### config.mk
export PLATFORM = sky130hd
export DESIGN_NAME = homomorphic_add
export DESIGN_NICKNAME = d
export VERILOG_FILES = /design/src/rtl/homomorphic_add.sv
export SDC_FILE = /design/constraint.sdc
export NUM_CORES = 1
export LEC_CHECK = 0
export CAP_MARGIN = 20
export CORE_MARGIN = 5
export CORE_UTILIZATION = 33
export DETAILED_ROUTE_END_ITERATION = 12
export GPL_TIMING_DRIVEN = 0
export PLACE_DENSITY_LB_ADDON = 0.15
export SKIP_LAST_GASP = 1
export SYNTH_ARGS = -nofsm -noshare
export SYNTH_HDL_FRONTEND = slang
export SYNTH_SLANG_ARGS = --single-unit
### constraint.sdc
create_clock -name clk -period 0.8 [get_ports clk]
set_input_delay 0.16 -clock clk [delete_from_list [all_inputs] [get_ports clk]]
set_output_delay 0.16 -clock clk [all_outputs]
set_load 0.005 [all_outputs]
### src/rtl/homomorphic_add.sv
// Registered modular add of two LWE ciphertext scalars, result canonical in [0, Q).
// Define HOMOMORPHIC_ADD_REDUCE_EN for full mod-Q reduction; otherwise the raw truncated sum is registered.
module homomorphic_add #(
  parameter int PLAINTEXT_MODULUS  = 64,
  parameter int PLAINTEXT_WIDTH    = 6,
  parameter int CIPHERTEXT_MODULUS = 1024,
  parameter int CIPHERTEXT_WIDTH   = 21,
  parameter int DIMENSION          = 1,
  parameter int BIG_N              = 30
) (
  input  logic                               clk,
  input  logic                               rst_n,
  input  logic signed [CIPHERTEXT_WIDTH-1:0] ciphertext1,
  input  logic signed [CIPHERTEXT_WIDTH-1:0] ciphertext2,
  output logic signed [CIPHERTEXT_WIDTH-1:0] result
);

  localparam int W = CIPHERTEXT_WIDTH;

  // Plaintext/LWE-shape parameters only travel with the interface in this scalar revision.
  logic unused_params;
  assign unused_params = ^{32'(PLAINTEXT_MODULUS), 32'(PLAINTEXT_WIDTH), 32'(DIMENSION),
                           32'(BIG_N), 32'(CIPHERTEXT_MODULUS)};

  logic signed [W-1:0] result_d, result_q;

`ifdef HOMOMORPHIC_ADD_REDUCE_EN
  localparam logic signed [W:0] Q = (W+1)'(CIPHERTEXT_MODULUS);

  // One conditional add/subtract of Q; exact for operands in [-Q, 2Q).
  function automatic logic signed [W:0] canon(input logic signed [W:0] x);
    if (x < 0)        canon = x + Q;
    else if (x >= Q)  canon = x - Q;
    else              canon = x;
  endfunction

  logic signed [W:0] a_c, b_c, sum, sum_red;

  always_comb begin
    a_c     = canon({ciphertext1[W-1], ciphertext1});
    b_c     = canon({ciphertext2[W-1], ciphertext2});
    // W+1 bits holds any pair of canonicalised W-bit operands without overflow.
    sum     = a_c + b_c;
    sum_red = (sum >= Q) ? sum - Q : sum;
    result_d = sum_red[W-1:0];
  end
`else
  always_comb begin
    result_d = ciphertext1 + ciphertext2;
  end
`endif

  always_ff @(posedge clk or negedge rst_n) begin
    if (!rst_n) result_q <= '0;
    else        result_q <= result_d;
  end

  assign result = result_q;

endmodule

==> key figures <==
Timing
  – Fin Hold WS: -135 ps
  – Count of final hold-check violations: 21
  – Final setup fails: 39
  – Fin worst setup slack: -1030 ps
  – Slew Viols, Final: 0
  – Fmax: 546 MHz
  – Actual slew at the worst max-slew pin: 526 ps
  – Slew Limit Headroom: between 60% and 70%
  – Fin crit period: roughly 1800 ps
  – RSZ-0062 raised after global routing: true
  – Final period utilization: 229%

Clocking
  – CTS tree: yes
  – CTS Root Cell: clkbuf_8
  – Clk sinks: 21
  – Clock Path Buffers: 2
  – Clk slew on worst S/H paths: 80 ps
  – CTS H-Tree Depth: 1
  – Post-CTS Hold Fix Bufs: 0
  – CTS buffer count: 3

Final layout
  – Max reg flops: 21
  – Layout cells sized above 1: about 38%
  – P&R area growth vs syn: 74.7%
  – Final Net Count: 311
  – Antenna cells: 0
  – Fin cells: 297

Die
  – # rows: 24
  – IO Pins: 65
  – Die H: between 70 and 80 µm
  – Starting density of the core: between 30% and 40%
  – Die X: just under 80 µm
  – CORE AREA: 4440 µm²
  – Die Area: about 6100 µm²

Yosys
  – Syn Inst Count: roughly 160
  – Syn avg cell area: just under 10 µm²
  – Yosys top cell by area: dfrtp_1
  – Mapped Nets: around 220
  – Synth Register Bits: 21
  – Yosys cell types: 39
  – Share of Yosys cell area claimed by the top area cell type: between 30% and 40%
  – Count leader, synth: dfrtp_1
  – Main area contributors after synthesis: dfrtp_1 34%, ha_1 16%, xnor2_1 6.8%, a21oi_1 4.2%, a21o_1 2.9%
  – Synth warn: 0
  – Commonest cells in the netlist: 21 x dfrtp_1, 20 x ha_1, 13 x a21oi_1, 12 x xnor2_1, 11 x nand2_1
  – Async set or reset register ratio after synthesis: 100%
  – Netlist Area Pre-Place: roughly 1500 µm²
  – Post-synthesis sequential area ratio: between 30% and 40%
  – Post-synth EDFFs: 0
  – Primary FF master, synth: dfrtp_1

Power and ir drop
  – Pleak: ~0.0012 µW
  – Total Power: roughly 3900 µW
  – IR drop worst, VDD: about 0.61 mV
  – PD cells: 1430 nW/µm²

Setup path
  – Startpoint types: input port
  – Worst path arrival time: between 1500 and 2000 ps
  – Critical path capture point type: flop
  – CP max FO: 4
  – CP startpoint: ciphertext2[0]
  – CP max-delay cell: fa_2
  – Worst stage delay on the critical path: about 370 ps
  – Crit path top cell by count: o21ai_2
  – Crit path cell chain: buf_6 -> ha_4 -> fa_2 -> a21oi_4 -> o21ai_2 -> a211o_2 -> a31oi_4 -> o21ai_2 -> a211o_1
  – Critical path type: in -> reg
  – Data required, critical path: 940 ps

Place
  – # port buffers: 64
  – Number of cells after detailed placement: approximately 270
  – Routability cong.: between 0.7 and 0.8
  – Post-DP HPWL: approximately 3000 µm

Route
  – Number of routed nets with antenna violations: 0
  – Vias/cell: between 5 and 6
  – DRT Pass-1 Iters: 4
  – Residual DRC: 0
  – DRT Wirelength: between 4000 and 5000 µm
  – WL/cell: around 14 µm
  – Drt initial violations: just under 70
  – Via Count: ~1500

Global routing
  – Grt ovf: 0
  – Largest net degree at the start of global routing: 22
  – Initial antenna violation count: 0
  – Tot GR Track Use: about an eighth
  – Vias in the first global route: 1378
  – First-pass GRT wire length: about 6300 µm

Job
  – Max Cap Violations: 0

Min path
  – Min-Delay Path Class: in -> async

Status
  – Status: finished with violations
  – Violated checks: hold timing, setup timing
[logic make-up after synthesis]
logic type / after synthesis / share of synthesized area [%]
XOR/XNOR: 17 / 9.65
multiplexers: 1 / 0.649
AO/OA/AOI/OAI: 50 / 23.3
flip-flops: 21 / 34.1
buffers and inverters: 6 / 1.46
AND/OR/NAND/NOR: 41 / 13.4
adder cells (fa/ha/maj): 21 / 17.5
[stage by stage]
| stage | hold WS (ps) | cell area [µm²] | util (%) | setup TNS (ps) | setup slack [ps] |
|---|---|---|---|---|---|
| CTS | 101 | 2420 | 54.6 | -17040 | -1160 |
| global route | -110 | 2700 | 60.6 | -18890 | -1100 |
| finish | -135 | 2700 | 60.6 | -16930 | -1030 |
| floorplan | -136 | 1600 | - | -12630 | -1120 |
| global placement | 719 | 2300 | 51.8 | -40480 | -1780 |
| detailed placement | 728 | 2300 | 51.8 | -40990 | -1770 |
[path summary, 6_finish.rpt]
kind / slack [ps] / cells past startpoint / endpoint
max: -1030 / 9 / result[16]
min: -140 / 1 / result[4]
max in group asynchronous: 580 / 1 / result[13]
min in group clk: 110 / 2 / result[0]
[critical path: cells and delay by family]
kind | cells | cell delay [ps]
adder cells (fa/ha/maj) | 2 | 520
buffers and inverters | 1 | 100
AO/OA/AOI/OAI | 6 | 1190
[cell type report]
| cell class | instances | area [µm²] |
|---|---|---|
| Inverter | 6 | 22.5 |
| Sequential cell | 21 | 526 |
| Tap cell | 52 | 65.1 |
| Clock inverter | 1 | 5.00 |
| Multi-Input combinational cell | 130 | 1300 |
| Fill cell | 390 | 1750 |
| Clock buffer | 3 | 41.3 |
| Timing Repair Buffer | 84 | 736 |
[per-layer routing]
metal  track usage [%]  share of wire (%)  up-vias
li1                  -                  -      757
met1              16.0                 45      731
met2              21.4                 49       44
met3              1.72                4.5        5
met4              5.24                1.4        0
met5                 0                  0        -
[cells in the final DEF, fill, tap and decap left out, types with 2 or more instances in the layout]
| cell | synthesis | final |
|---|---|---|
| xor2_1 | 5 | 5 |
| buf_2 | 0 | 22 |
| a21oi_1 | 13 | 6 |
| inv_1 | 6 | 6 |
| a21oi_4 | 0 | 4 |
| clkbuf_8 | 0 | 3 |
| dlymetal6s2s_1 | 0 | 6 |
| buf_4 | 0 | 7 |
| o21ai_2 | 2 | 3 |
| ha_2 | 0 | 3 |
| a21o_1 | 6 | 6 |
| ha_1 | 20 | 5 |
| ha_4 | 0 | 12 |
| xnor2_1 | 12 | 9 |
| a21oi_2 | 2 | 5 |
| o21ai_1 | 0 | 2 |
| xnor2_2 | 0 | 3 |
| o21bai_1 | 2 | 2 |
| nand3_1 | 4 | 4 |
| nand2_1 | 11 | 10 |
| and3_1 | 4 | 4 |
| nor2_1 | 9 | 9 |
| nand4_1 | 2 | 2 |
| a31oi_1 | 3 | 2 |
| dfrtp_1 | 21 | 21 |
| nand2b_1 | 3 | 3 |
| clkdlybuf4s50_1 | 0 | 26 |
| dlygate4sd2_1 | 0 | 6 |
| nor2b_1 | 3 | 3 |
| buf_6 | 0 | 16 |
| o21ai_0 | 6 | 3 |
[where the power goes]
group          leakage (µW)  switching, µW  internal [µW]
clock network     0.0000255            330            346
registers          0.000244           44.1           1280
logic              0.000955            827           1030
[what timing repair did]
item	in CTS	in global routing
setup buffers	5	15
endpoints found under the hold margin	0	21
endpoints found under the setup margin	62	61
pin swaps	15	13
gates resized for setup	128	45
Note: power is estimated with default switching activity, not from simulation.
